--- src/rtl/uart_tx_sequencer_pkg.sv ---
// rtl/uart_tx_sequencer_pkg.sv - shared constants, FSM state type and status helper for the UART TX sequencer
package uart_tx_sequencer_pkg;

  localparam int ADDR_W = 32;
  localparam int XLEN   = 32;

  localparam logic [ADDR_W-1:0] IO_BASE_ADDR        = 32'h1000_0000;
  localparam logic [ADDR_W-1:0] IO_UART_TX_OFFSET   = 32'h0000_0004;
  localparam logic [ADDR_W-1:0] IO_UART_STAT_OFFSET = 32'h0000_0008;
  localparam int                UART_STAT_BUSY_BIT  = 0;

  localparam logic [ADDR_W-1:0] UART_STAT_ADDR = IO_BASE_ADDR + IO_UART_STAT_OFFSET;
  localparam logic [ADDR_W-1:0] UART_TX_ADDR   = IO_BASE_ADDR + IO_UART_TX_OFFSET;

  typedef enum logic [2:0] {
    ST_IDLE,
    ST_POLL,
    ST_POLL_WAIT,
    ST_GAP,
    ST_WRITE,
    ST_WRITE_WAIT
  } seq_state_e;

  function automatic logic uart_busy(input logic [XLEN-1:0] stat);
    return stat[UART_STAT_BUSY_BIT];
  endfunction

endpackage

--- src/rtl/uart_tx_sequencer_if.sv ---
// rtl/uart_tx_sequencer_if.sv - MMIO request/response bus between the sequencer and the peripheral
import uart_tx_sequencer_pkg::*;

interface uart_tx_sequencer_if;
  logic              mmio_req;
  logic              mmio_we;
  logic [ADDR_W-1:0] mmio_addr;
  logic [XLEN-1:0]   mmio_wdata;
  logic [XLEN-1:0]   mmio_rdata;
  logic              mmio_ready;

  modport master (
    output mmio_req, mmio_we, mmio_addr, mmio_wdata,
    input  mmio_rdata, mmio_ready
  );

  modport slave (
    input  mmio_req, mmio_we, mmio_addr, mmio_wdata,
    output mmio_rdata, mmio_ready
  );
endinterface

--- src/rtl/uart_tx_sequencer_fifo.sv ---
// rtl/uart_tx_sequencer_fifo.sv - byte FIFO with flush; a pop frees a slot for a same-cycle push when full
module seq_byte_fifo #(
  parameter int DEPTH = 16
) (
  input  logic                     clk,
  input  logic                     rst_n,
  input  logic                     push_i,
  input  logic [7:0]               push_data_i,
  input  logic                     pop_i,
  input  logic                     flush_i,
  output logic [7:0]               head_o,
  output logic [$clog2(DEPTH):0]   level_o,
  output logic                     full_o,
  output logic                     empty_o
);
  localparam int AW = $clog2(DEPTH);
  localparam int LW = AW + 1;

  logic [7:0]    mem_q [DEPTH];
  logic [AW-1:0] wr_ptr_q;
  logic [AW-1:0] rd_ptr_q;
  logic [LW-1:0] level_q;
  logic          do_push;
  logic          do_pop;

  assign empty_o = (level_q == '0);
  assign full_o  = (level_q == LW'(DEPTH));
  assign head_o  = mem_q[rd_ptr_q];
  assign level_o = level_q;

  assign do_pop  = pop_i && !empty_o && !flush_i;
  assign do_push = push_i && (!full_o || do_pop) && !flush_i;

  always_ff @(posedge clk) begin
    if (do_push) begin
      mem_q[wr_ptr_q] <= push_data_i;
    end
  end

  // DEPTH is a power of two, so pointer overflow is the modulo wrap
  always_ff @(posedge clk or negedge rst_n) begin
    if (!rst_n) begin
      wr_ptr_q <= '0;
      rd_ptr_q <= '0;
      level_q  <= '0;
    end else if (flush_i) begin
      wr_ptr_q <= '0;
      rd_ptr_q <= '0;
      level_q  <= '0;
    end else begin
      if (do_push) wr_ptr_q <= wr_ptr_q + 1'b1;
      if (do_pop)  rd_ptr_q <= rd_ptr_q + 1'b1;
      case ({do_push, do_pop})
        2'b10:   level_q <= level_q + 1'b1;
        2'b01:   level_q <= level_q - 1'b1;
        default: level_q <= level_q;
      endcase
    end
  end

endmodule

--- src/rtl/uart_tx_sequencer.sv ---
// rtl/uart_tx_sequencer.sv - two-requester byte arbiter feeding a FIFO drained to the UART by a status-polling MMIO master
import uart_tx_sequencer_pkg::*;

module uart_tx_sequencer #(
  parameter int FIFO_DEPTH = 16,
  parameter int POLL_GAP   = 4,
  parameter int POLL_LIMIT = 0
) (
  input  logic                          clk,
  input  logic                          rst_n,
  input  logic                          a_valid,
  input  logic [7:0]                    a_data,
  output logic                          a_ready,
  input  logic                          b_valid,
  input  logic [7:0]                    b_data,
  output logic                          b_ready,
  input  logic                          flush,
  uart_tx_sequencer_if.master           mmio,
  output logic [$clog2(FIFO_DEPTH):0]   fifo_level,
  output logic                          seq_busy,
  output logic                          drop_pulse,
  output logic [15:0]                   drop_cnt
);
  seq_state_e        state_q;
  logic              prio_b_q;
  logic [15:0]       poll_cnt_q;
  logic [15:0]       gap_cnt_q;
  logic              req_q;
  logic              we_q;
  logic [ADDR_W-1:0] addr_q;
  logic [XLEN-1:0]   wdata_q;
  logic              drop_pulse_q;
  logic [15:0]       drop_cnt_q;

  logic       fifo_full;
  logic       fifo_empty;
  logic [7:0] fifo_head;
  logic       can_push;
  logic       grant_a;
  logic       grant_b;
  logic       push;
  logic [7:0] push_data;
  logic       pop;
  logic       stat_done;
  logic       wr_done;
  logic       busy_bit;
  logic       limit_hit;
  logic       gap_done;
  logic       drop_now;

  assign stat_done = (state_q == ST_POLL_WAIT) && mmio.mmio_ready;
  assign wr_done   = (state_q == ST_WRITE_WAIT) && mmio.mmio_ready;
  assign busy_bit  = uart_busy(mmio.mmio_rdata);
  assign limit_hit = (POLL_LIMIT != 0) && (({16'd0, poll_cnt_q} + 32'd1) >= 32'(POLL_LIMIT));
  assign gap_done  = ({16'd0, gap_cnt_q} + 32'd1) >= 32'(POLL_GAP);
  assign drop_now  = stat_done && busy_bit && limit_hit && !fifo_empty && !flush;
  assign pop       = wr_done || drop_now;

  // A pop this cycle opens a slot, so a full FIFO can still accept
  assign can_push  = (!fifo_full || pop) && !flush;
  assign grant_a   = can_push && a_valid && (!b_valid || !prio_b_q);
  assign grant_b   = can_push && b_valid && (!a_valid || prio_b_q);
  assign push      = grant_a || grant_b;
  assign push_data = grant_a ? a_data : b_data;
  assign a_ready   = grant_a;
  assign b_ready   = grant_b;

  seq_byte_fifo #(.DEPTH(FIFO_DEPTH)) u_fifo (
    .clk         (clk),
    .rst_n       (rst_n),
    .push_i      (push),
    .push_data_i (push_data),
    .pop_i       (pop),
    .flush_i     (flush),
    .head_o      (fifo_head),
    .level_o     (fifo_level),
    .full_o      (fifo_full),
    .empty_o     (fifo_empty)
  );

  assign mmio.mmio_req   = req_q;
  assign mmio.mmio_we    = we_q;
  assign mmio.mmio_addr  = addr_q;
  assign mmio.mmio_wdata = wdata_q;
  assign seq_busy        = (state_q != ST_IDLE) || !fifo_empty;
  assign drop_pulse      = drop_pulse_q;
  assign drop_cnt        = drop_cnt_q;

  always_ff @(posedge clk or negedge rst_n) begin
    if (!rst_n) begin
      state_q      <= ST_IDLE;
      prio_b_q     <= 1'b0;
      poll_cnt_q   <= '0;
      gap_cnt_q    <= '0;
      req_q        <= 1'b0;
      we_q         <= 1'b0;
      addr_q       <= '0;
      wdata_q      <= '0;
      drop_pulse_q <= 1'b0;
      drop_cnt_q   <= '0;
    end else begin
      drop_pulse_q <= 1'b0;
      if (grant_a && b_valid)      prio_b_q <= 1'b1;
      else if (grant_b && a_valid) prio_b_q <= 1'b0;

      case (state_q)
        ST_IDLE: begin
          poll_cnt_q <= '0;
          if (!fifo_empty && !flush) state_q <= ST_POLL;
        end
        ST_POLL: begin
          if (flush) begin
            state_q <= ST_IDLE;
          end else begin
            req_q   <= 1'b1;
            we_q    <= 1'b0;
            addr_q  <= UART_STAT_ADDR;
            state_q <= ST_POLL_WAIT;
          end
        end
        ST_POLL_WAIT: begin
          if (mmio.mmio_ready) begin
            req_q <= 1'b0;
            // A flushed FIFO has nothing left to send, whatever the UART says
            if (fifo_empty || flush) begin
              state_q <= ST_IDLE;
            end else if (!busy_bit) begin
              state_q <= ST_WRITE;
            end else if (limit_hit) begin
              drop_pulse_q <= 1'b1;
              if (drop_cnt_q != 16'hFFFF) drop_cnt_q <= drop_cnt_q + 16'd1;
              state_q <= ST_IDLE;
            end else begin
              if (poll_cnt_q != 16'hFFFF) poll_cnt_q <= poll_cnt_q + 16'd1;
              gap_cnt_q <= '0;
              state_q   <= ST_GAP;
            end
          end
        end
        ST_GAP: begin
          if (fifo_empty || flush) begin
            state_q <= ST_IDLE;
          end else if (gap_done) begin
            state_q <= ST_POLL;
          end else begin
            gap_cnt_q <= gap_cnt_q + 16'd1;
          end
        end
        ST_WRITE: begin
          if (flush) begin
            state_q <= ST_IDLE;
          end else begin
            req_q   <= 1'b1;
            we_q    <= 1'b1;
            addr_q  <= UART_TX_ADDR;
            wdata_q <= {{(XLEN-8){1'b0}}, fifo_head};
            state_q <= ST_WRITE_WAIT;
          end
        end
        ST_WRITE_WAIT: begin
          if (mmio.mmio_ready) begin
            req_q      <= 1'b0;
            poll_cnt_q <= '0;
            state_q    <= ST_IDLE;
          end
        end
        default: state_q <= ST_IDLE;
      endcase
    end
  end

endmodule

--- src/flat_wrapper.sv ---
// flat-port wrapper written by rule: the top's interface ports become plain ports
module uart_tx_sequencer_flat 
#(
  parameter int FIFO_DEPTH = 16,
  parameter int POLL_GAP   = 4,
  parameter int POLL_LIMIT = 0
)
  (clk, rst_n, a_valid, a_data, a_ready, b_valid, b_data, b_ready, flush, fifo_level, seq_busy, drop_pulse, drop_cnt, mmio_mmio_req, mmio_mmio_we, mmio_mmio_addr, mmio_mmio_wdata, mmio_mmio_rdata, mmio_mmio_ready);
  uart_tx_sequencer_if mmio_i ();
  input  logic clk;
  input  logic rst_n;
  input  logic a_valid;
  input  logic [7:0] a_data;
  output logic a_ready;
  input  logic b_valid;
  input  logic [7:0] b_data;
  output logic b_ready;
  input  logic flush;
  output logic [$clog2(FIFO_DEPTH):0] fifo_level;
  output logic seq_busy;
  output logic drop_pulse;
  output logic [15:0] drop_cnt;
  output wire logic [$bits(mmio_i.mmio_req)-1:0] mmio_mmio_req;
  output wire logic [$bits(mmio_i.mmio_we)-1:0] mmio_mmio_we;
  output wire logic [$bits(mmio_i.mmio_addr)-1:0] mmio_mmio_addr;
  output wire logic [$bits(mmio_i.mmio_wdata)-1:0] mmio_mmio_wdata;
  input wire logic [$bits(mmio_i.mmio_rdata)-1:0] mmio_mmio_rdata;
  input wire logic [$bits(mmio_i.mmio_ready)-1:0] mmio_mmio_ready;
  assign mmio_mmio_req = mmio_i.mmio_req;
  assign mmio_mmio_we = mmio_i.mmio_we;
  assign mmio_mmio_addr = mmio_i.mmio_addr;
  assign mmio_mmio_wdata = mmio_i.mmio_wdata;
  assign mmio_i.mmio_rdata = mmio_mmio_rdata;
  assign mmio_i.mmio_ready = mmio_mmio_ready;
  uart_tx_sequencer #(.FIFO_DEPTH(FIFO_DEPTH), .POLL_GAP(POLL_GAP), .POLL_LIMIT(POLL_LIMIT)) u_core (.clk(clk), .rst_n(rst_n), .a_valid(a_valid), .a_data(a_data), .a_ready(a_ready), .b_valid(b_valid), .b_data(b_data), .b_ready(b_ready), .flush(flush), .mmio(mmio_i), .fifo_level(fifo_level), .seq_busy(seq_busy), .drop_pulse(drop_pulse), .drop_cnt(drop_cnt));
endmodule
--- config.mk ---
export PLATFORM = sky130hd
export DESIGN_NAME = uart_tx_sequencer_flat
export DESIGN_NICKNAME = d
export VERILOG_FILES = /design/src/rtl/uart_tx_sequencer_pkg.sv /design/src/rtl/uart_tx_sequencer_if.sv /design/src/rtl/uart_tx_sequencer_fifo.sv /design/src/rtl/uart_tx_sequencer.sv /design/src/flat_wrapper.sv
export SDC_FILE = /design/constraint.sdc
export NUM_CORES = 1
export LEC_CHECK = 0
export CORE_MARGIN = 2
export CORE_UTILIZATION = 30
export CTS_BUF_LIST = sky130_fd_sc_hd__clkbuf_4 sky130_fd_sc_hd__clkbuf_8
export DETAILED_ROUTE_END_ITERATION = 10
export GPL_TIMING_DRIVEN = 0
export PLACE_DENSITY = 0.47
export REMOVE_ABC_BUFFERS = 1
export SYNTH_ARGS = -nofsm -noshare
export SYNTH_HDL_FRONTEND = slang
export SYNTH_SLANG_ARGS = --single-unit
export TNS_END_PERCENT = 1
--- constraint.sdc ---
create_clock -name clk -period 6.1 [get_ports clk]
set_input_delay 1.22 -clock clk [delete_from_list [all_inputs] [get_ports clk]]
set_output_delay 1.22 -clock clk [all_outputs]
set_load 0.05 [all_outputs]
==> impl_metrics.tcl <==
set metrics [dict create \
    cts-root-buf "clkbuf_8" \
    drv_cap 0 \
    final-hold-violation-count 0 \
    synthToLayoutAreaGrowth_pct 12.0 \
    power.net_switching_mw 0.900 \
    setup_total_negative_slack_ns 0 \
    p_leak_nw 3.16 \
    critPathMaxFanout 22 \
    floorplan.die.height_um 167 \
    floorplan.io_pins 145 \
    layout_setup_ws_ns 0.751 \
    ys_dominant_reg_cell "edfxtp_1" \
    floorplan.rows 59 \
    clkTransAtPathRegs_ns 0.08 \
    post_cts_setup_buffers 0 \
    power.ir.vdd_worst_uv 124 \
    postSynth.asyncResetShare 0.260 \
    flop_pwr_share 0.512 \
    finalWirelength_um 14500 \
    final_cell_mix "128 x edfxtp_1, 70 x conb_1, 46 x nand2_1, 43 x dfrtp_1, 42 x clkdlybuf4s50_1" \
    cts.path.max_buffers 2 \
    place_congestion 0.765 \
    synth_enable_flop_cells 128 \
    clock_sink_count 173 \
    final_core_utilization 0.342 \
    drt_first_iter_violations 281 \
    total_of_buffers_placed_on_input_and_output_ports 43 \
    max_freq_mhz 187 \
    clock_tree_from_tritoncts "done" \
    timing.final.max_slew_violations 0 \
    clock-skew-final_ns 0.0125 \
    fillerInstances 2533 \
    arrival_ns 4.13 \
    die-area_mm2 0.0278 \
    yosys.area.top_type_share 0.485 \
    p_int_mw 1.86 \
    final_critical_path_share_of_the_clock_period 0.877 \
    logic_pwr_share 0.203 \
    vias_per_cell 4.47 \
    ys_seq_area_frac 0.626 \
    final_common_cell "edfxtp_1" \
    cp_slowest_cell "clkdlybuf4s50_1" \
    hold_class "register to register" \
    worst_path_most_repeated_cell "clkdlybuf4s50_1" \
    grt_antenna_before_repair 0 \
    timing.max_slew.rel_slack 0.342 \
    switching_share 0.326 \
    cpPeakStageDelay_ns 0.86 \
    hold_path_origin "u_core.mmio.mmio_addr[28]" \
    rr_endpoint "u_core.u_fifo.level_o[4]" \
    grt_start_max_net_pins 36 \
    timing.critical_path.from_type "input port" \
    placement.cell_area_mm2 0.00850 \
    routedWlPerCell_um 15.6 \
    grt_pass1_vias 3963 \
    fp.dieW_um 167 \
    grtUsageTotal 0.106 \
    outcome "complete, no violations" \
    cts_made_buffers 17 \
    crit_end_element "output pin" \
    p_clk_frac 0.285 \
    initial_core_util 0.305 \
    reg2regPathDepth 11 \
    dp_worst_setup_slack_ns 0.708 \
    final_net_count 647 \
    dp.final_hpwl_um 10000 \
    holdPathEnd "u_core.mmio.mmio_addr[28]" \
    gr-total-overflow 0 \
    drc 0 \
    cell_by_cell_trace_of_the_critical_path "clkdlybuf4s50_1 -> a31oi_1 -> nand3_1 -> clkinv_1 -> clkdlybuf4s50_1" \
    unrepaired_setup_endpoints_after_global_routing "no" \
    numPlacedInstances 901 \
    timing.hold.worst_path_depth 1 \
    critical_path_class "input port to output pin" \
    design.core.area_mm2 0.0260 \
    clk-insertion-delay-late_ns 0.46 \
    synth_cell_type_count 53 \
    drive_above_1_share 0.161 \
    timing_worst_slew_pin_value_ns 0.983 \
    synth_cells 539 \
    crit_required_ns 4.88 \
    cts_hold_buf 0 \
    final_antenna_net_count 0 \
    synthesis.area_mm2 0.00793 \
    post_cts_resize_count 0 \
    yosys_warnings 0 \
    synthTopCellsByArea "edfxtp_1 48%, dfrtp_1 14%, mux4_2 11%, buf_4 6.7%, nand2_1 2.2%" \
    grt_pass1_wl_um 22500 \
    yosys_register_bits 173 \
    final_period_minus_worst_setup_slack_ns 5.35 \
    worst_r2r_startpoint "u_core.state_q[0]" \
    setup.reg_to_reg.worst_slack_ns 2.92 \
    drt-pass1-iter-count 5 \
    dr_total_vias 4168 \
    antennaDiodeCount 0 \
    pwr_density_cell_mw_per_mm2 311 \
    stdcell_count 933 \
    final_cell_area_mm2 0.00889 \
    report.final.setup_viol 0 \
    synth.avg_cell_area_um2 14.7 \
    synth_top_area_cell "edfxtp_1" \
    cts_htree_levels 4 \
]
final cells by class:
type	instances	area, um2	area share
Clock buffer	17	234	0.0263
Inverter	15	56.3	0.00634
Timing Repair Buffer	47	475	0.0535
Multi-Input combinational cell	331	2570	0.289
Sequential cell	173	4970	0.560
Tap cell	335	419	0.0472
Clock inverter	15	156	0.0176
metrics by stage:
| stage | power, mW | hold WS [ns] |
|---|---|---|
| after CTS | 2.80 | 0.475 |
| final | 2.76 | 0.467 |
| after detailed placement | 2.01 | 0.454 |
| after floorplan | 1.83 | 0.458 |
| after global placement | 1.99 | 0.441 |
| after global routing | 2.89 | 0.505 |
critical path: cells and delay by family:
kind                   cells  cell delay (ns)
AO/OA/AOI/OAI              1             0.49
buffers and inverters      3             2.00
AND/OR/NAND/NOR            1             0.41
per-layer routing:
layer  vias to the layer above  track usage  share of wire
li1                       1959            -              -
met1                      2083        0.139           0.46
met2                       115        0.174           0.50
met3                        11       0.0233          0.037
met4                         0       0.0371         0.0096
met5                         -            0              0
power by group through the flow:
stage / clock network (mW) / registers, mW / logic [mW]
2_1_floorplan: 0 / 1.55 / 0.280
3_3_place_gp: 0 / 1.44 / 0.553
3_5_place_dp: 0 / 1.44 / 0.564
4_1_cts: 0.818 / 1.41 / 0.566
5_1_grt: 0.867 / 1.43 / 0.598
6_report: 0.786 / 1.41 / 0.560
registers in the layout, summed over array words and instances, names as in the netlist, 3 cells and up:
register                count
u_core.mmio.mmio_addr       3
u_core.u_fifo.wr_ptr_q      4
u_core.u_fifo.mem_q       128
u_core.mmio.mmio_wdata      8
u_core.state_q              3
u_core.gap_cnt_q           16
u_core.u_fifo.rd_ptr_q      4
u_core.u_fifo.level_o       5
worst max-delay path by stage:
stage                                to  slack (ns)  cells past startpoint     from
2_1_floorplan  u_core.u_fifo.level_o[4]        2.58                     11  a_valid
3_3_place_gp                    a_ready        0.72                      5    flush
3_5_place_dp                    a_ready        0.71                      5    flush
4_1_cts                         a_ready        0.68                      5    flush
5_1_grt                         a_ready        0.56                      5    flush
6_report                        a_ready        0.75                      5    flush
synthesized netlist by cell type (6+ instances only):
master and number:
clkbuf_1 12, nand3_1 8, ha_1 8, and2_1 22, inv_1 14, mux4_2 40, nand2_1 46, mux2_2 9
dfrtp_1 45, nor2_1 24, o21ai_0 10, nor3_1 13, a21oi_1 8, nand4_1 7, buf_4 71, edfxtp_1 128
xnor2_1 6, xor2_1 6
kinds of logic (layout without fill, tap and decap cells):
kind of cell             Yosys count  after routing  share of synthesized area
XOR/XNOR                          12             12                     0.0132
flip-flops                       173            173                      0.626
AND/OR/NAND/NOR                  142            142                     0.0927
multiplexers                      54             54                      0.133
buffers and inverters            104             94                     0.0831
other                              1             70                   0.000473
adder cells (fa/ha/maj)            8              8                     0.0126
AO/OA/AOI/OAI                     45             45                     0.0385
No activity file was read; power rests on OpenSTA's default activity.
==> RTL change 1: new RTL, same settings <==
Register the output `drop_cnt` once more, without a reset; this adds one clock of latency there. The other outputs are not delayed to match.
--- a/src/rtl/uart_tx_sequencer.sv
+++ b/src/rtl/uart_tx_sequencer.sv
@@ -84,7 +84,9 @@
   assign mmio.mmio_wdata = wdata_q;
   assign seq_busy        = (state_q != ST_IDLE) || !fifo_empty;
   assign drop_pulse      = drop_pulse_q;
-  assign drop_cnt        = drop_cnt_q;
+  always_ff @(posedge clk) begin
+    drop_cnt <= drop_cnt_q;
+  end
 
   always_ff @(posedge clk or negedge rst_n) begin
     if (!rst_n) begin
Behaviour: same outputs for any inputs over 4 cycles, from zero or initial values and one cycle with rst_n low; that may be too few to reach the edited logic, so the function may still have changed.
==> RTL change 1 against the unedited design <==
  * Synthesized cell count unchanged
  * Global-route usage increased by 0.65 points
  * Critical path depth unchanged
  * Die area about the same
  * Critical path type unchanged
  * Synthesized area about the same
  * Clock power decreased by 6.5%
  * Total power decreased by 1.7%
  * Cell area about the same
  * Maximum frequency decreased by 0.88%
  * Sequential cell count unchanged
  * Routed wire length increased by 3.9%
  * Worst setup slack got worse by 0.048 ns
==> RTL change 1: results <==
[status]
status = "completed"

[finish]
drive_gt1_share_pct = 16.4
instances_no_fill = 933
top_register = "u_core.u_fifo.mem_q"
nFillCells = 2535

[critical_path]
regToRegStartpoint = "u_core.state_q[0]$_DFFE_PN0P_"
cp.arrival_ns = 4.18
rrSetupSlack_ns = 2.93
reg2reg_depth = 11

[sta]
maxSlewHeadroom_pct = 38.1
fmax_ghz = 0.185
skew_ns = 0.0146
whs_ns = 0.472

[placed_design]
hpwl_um = 10600
dp_cells = 901
gp_congestion = 0.754
io_buffer_count = 43
dpl_worst_slack_ns = 0.647

[route]
vias = 4234
dr.pass1.iters = 4
drt_wl_total_um = 15100
met1_length_um = 6730
drt-initial-drc-count = 281
met3_length_um = 507
wl_met2_um = 7650
highest_layer = "met4"

[cts]
clockBufferDepth = 2
htreeDepth = 4
ctsResizeCount = 0
clk_pin_slew_ns = 0.09

[yosys]
synth_compound_area_share_pct = 3.85
avgSynthCellArea_um2 = 14.7
synth.area.mux_share_pct = 13.3
synth-xor-area-share_pct = 1.33
synth-adder-area-share_pct = 1.26
yosysSeqAreaShare_pct = 62.7
synth_area_leaders = "edfxtp_1 48%, dfrtp_1 14%, mux4_2 11%"
synth_edf_count = 128

[global_route]
grt_pass1_wl_um = 24100
grt.total_usage_pct = 11.3
grt_start_max_net_pins = 31
grt_pass1_vias = 4296

[power]
ir_drop_mv = 0.119
leakage_nw = 3.14
sw_frac_of_total_pct = 32.9
power_frac_comb_pct = 20.7

[hold_path]
hp-start = "u_core.mmio.mmio_addr[28]$_DFFE_PN0P_"
-- RTL change 1: worst max path at each step --
stage                       start                              endpoint  slack, ns  depth (start not counted)
after floorplan           a_valid  u_core.u_fifo.level_o[4]$_DFFE_PN0P_       2.58                         11
after global placement      flush                               a_ready       0.74                          5
after detailed placement    flush                               a_ready       0.65                          5
after CTS                   flush                               a_ready       0.63                          5
after global routing        flush                               a_ready       0.51                          5
final                       flush                               a_ready       0.70                          5
-- RTL change 1: area by class of cell --
class                   instances  area share [%]
clock inverters                13            1.18
multi-input cells             331            29.0
repair buffers                 47            5.61
clock buffers                  19            2.80
well taps                     335            4.72
flip-flops and latches        173            56.0
inverters                      15           0.634
-- RTL change 1: critical path: stages --
cell and delay (ns):
clkdlybuf4s50_1 0.88, a31oi_1 0.51, nand3_1 0.41, clkinv_1 0.29, clkdlybuf4s50_1 0.84
-- RTL change 1: power groups by stage --
stage / clock, W / combinational [W] / sequential (W)
finish: 0.000735 / 0.000563 / 0.00142
global route: 0.000808 / 0.000601 / 0.00143
CTS: 0.000761 / 0.000567 / 0.00142
detailed placement: 0 / 0.000565 / 0.00144
global placement: 0 / 0.000554 / 0.00144
floorplan: 0 / 0.000280 / 0.00155
-- RTL change 1: layer usage --
| layer | GRT usage (%) | up-vias |
|---|---|---|
| met3 | 2.78 | 12 |
| li1 | - | 1956 |
| met2 | 19.4 | 112 |
| met4 | 3.41 | 0 |
| met1 | 14.0 | 2154 |
| met5 | 0 | - |
-- RTL change 1: per-stage QoR --
step / instance area (µm²) / power (W)
final: 8880 / 0.00271
after global routing: 8880 / 0.00284
after floorplan: 7590 / 0.00183
after global placement: 8440 / 0.00199
after CTS: 8880 / 0.00274
after detailed placement: 8520 / 0.00201
==> RTL change 2: new RTL, config.mk and constraints unchanged <==
Made on the original files. The package constant `XLEN` goes from 32 to 48.
--- a/src/rtl/uart_tx_sequencer_pkg.sv
+++ b/src/rtl/uart_tx_sequencer_pkg.sv
@@ -2,7 +2,7 @@
 package uart_tx_sequencer_pkg;
 
   localparam int ADDR_W = 32;
-  localparam int XLEN   = 32;
+  localparam int XLEN   = 48;
 
   localparam logic [ADDR_W-1:0] IO_BASE_ADDR        = 32'h1000_0000;
   localparam logic [ADDR_W-1:0] IO_UART_TX_OFFSET   = 32'h0000_0004;
Ports: changed (resized mmio_mmio_rdata and mmio_mmio_wdata); port bits go from 145 to 177. The function was not compared with the original's and may differ.
==> RTL change 2 against the unedited design <==
  * Synthesized area grew 1.5%
  * Count of clock-buffer cells in the layout grew 1
  * Sequential share of layout area shrank 0.68 points
  * Synthesized cell count grew 3.0%
  * Clock skew shrank 0.00057 ns
  * Worst setup slack lost 0.044 ns
  * Die area grew 1.5%
  * Routed wire length grew 2.9%
  * Register-to-register slack is essentially flat
  * Sequential cell count is the same
  * Total power grew 4.0%
  * Cell area grew 1.2%
==> RTL change 2: results <==
[finish]
top_register = "u_core.u_fifo.mem_q"
largest_reg_flops = 128
final_nets = 679
diodes = 0
drive_gt1_share_pct = 16.0
instances_no_fill = 949

[placed_design]
io_buffer_count = 43
dpl_worst_slack_ns = 0.696
hpwl_um = 10300
place_area_um2 = 8560
dp_cells = 917
gp_congestion = 0.762

[route]
met1_length_um = 6470
wl_met2_um = 7680
met3_length_um = 616
drt-initial-drc-count = 258
dr.pass1.iters = 6
vias_per_cell = 4.48
wl_per_cell_um = 15.7

[global_route]
globalRouteMet3Util_pct = 2.75
grt_pass1_vias = 4154
grt_start_max_net_pins = 36
antenna_found_initial = 0
grt_pass1_wl_um = 23700
grt.total_usage_pct = 11.1
top_usage_layer = "met2"
met1_usage_pct = 13.9
globalRouteMet2Util_pct = 18.8

[critical_path]
crit_slowest_cell = "clkdlybuf4s50_1"
regToRegEndpoint = "u_core.u_fifo.level_o[4]$_DFFE_PN0P_"
crit_fanout = 22
reg2reg_depth = 11
critPathTopFamily = "buffers and inverters"
cp.arrival_ns = 4.17

[yosys]
synth_area_leaders = "edfxtp_1 48%, dfrtp_1 14%, mux4_2 11%"
yosysWarnings = 0
synth_commonest_cells = "128 x edfxtp_1, 87 x buf_4, 46 x nand2_1"
synth_compound_area_share_pct = 3.79
synth-xor-area-share_pct = 1.31
async_reset_ff_share_pct = 26.0
yosysSeqAreaShare_pct = 61.7
synth.area.mux_share_pct = 13.1
avgSynthCellArea_um2 = 14.5
synth-adder-area-share_pct = 1.24

[sta]
setup_ws_ns = 0.708
skew_ns = 0.0120
tightest_slew_ns = 0.898
whs_ns = 0.467

[power]
leakage_nw = 3.23
ir_drop_mv = 0.114

[hold_path]
hp-start = "u_core.mmio.mmio_addr[28]$_DFFE_PN0P_"
hold_path_end = "u_core.mmio.mmio_addr[28]$_DFFE_PN0P_"

[cts]
htreeDepth = 4
clock_latency_ns = 0.46
clk_pin_slew_ns = 0.09
post-cts-setup-buffer-count = 0

[status]
status = "completed"
## RTL change 2: cell types whose count changed after synthesis, sizes merged
| cell | delta |
|---|---|
| buf | +16 |
## RTL change 2: power by group
group	switching, W	internal, W
clock	0.000446	0.000428
sequential	0.0000638	0.00135
combinational	0.000414	0.000170
total	0.000923	0.00195
## RTL change 2: worst max-delay path by stage
| stage | startpoint | endpoint | cells after the start |
|---|---|---|---|
| 6_report | flush | a_ready | 5 |
| 3_3_place_gp | flush | a_ready | 5 |
| 4_1_cts | flush | a_ready | 5 |
| 3_5_place_dp | flush | a_ready | 5 |
| 2_1_floorplan | a_valid | u_core.u_fifo.level_o[4]$_DFFE_PN0P_ | 11 |
| 5_1_grt | flush | a_ready | 5 |
## RTL change 2: cell type report
cell class              count  area (µm²)
repair buffers             47         475
inverters                  15        56.3
fillers                  2516       17200
flip-flops and latches    173        4970
clock inverters            14         198
multi-input cells         347        2630
clock buffers              18         241
well taps                 335         419
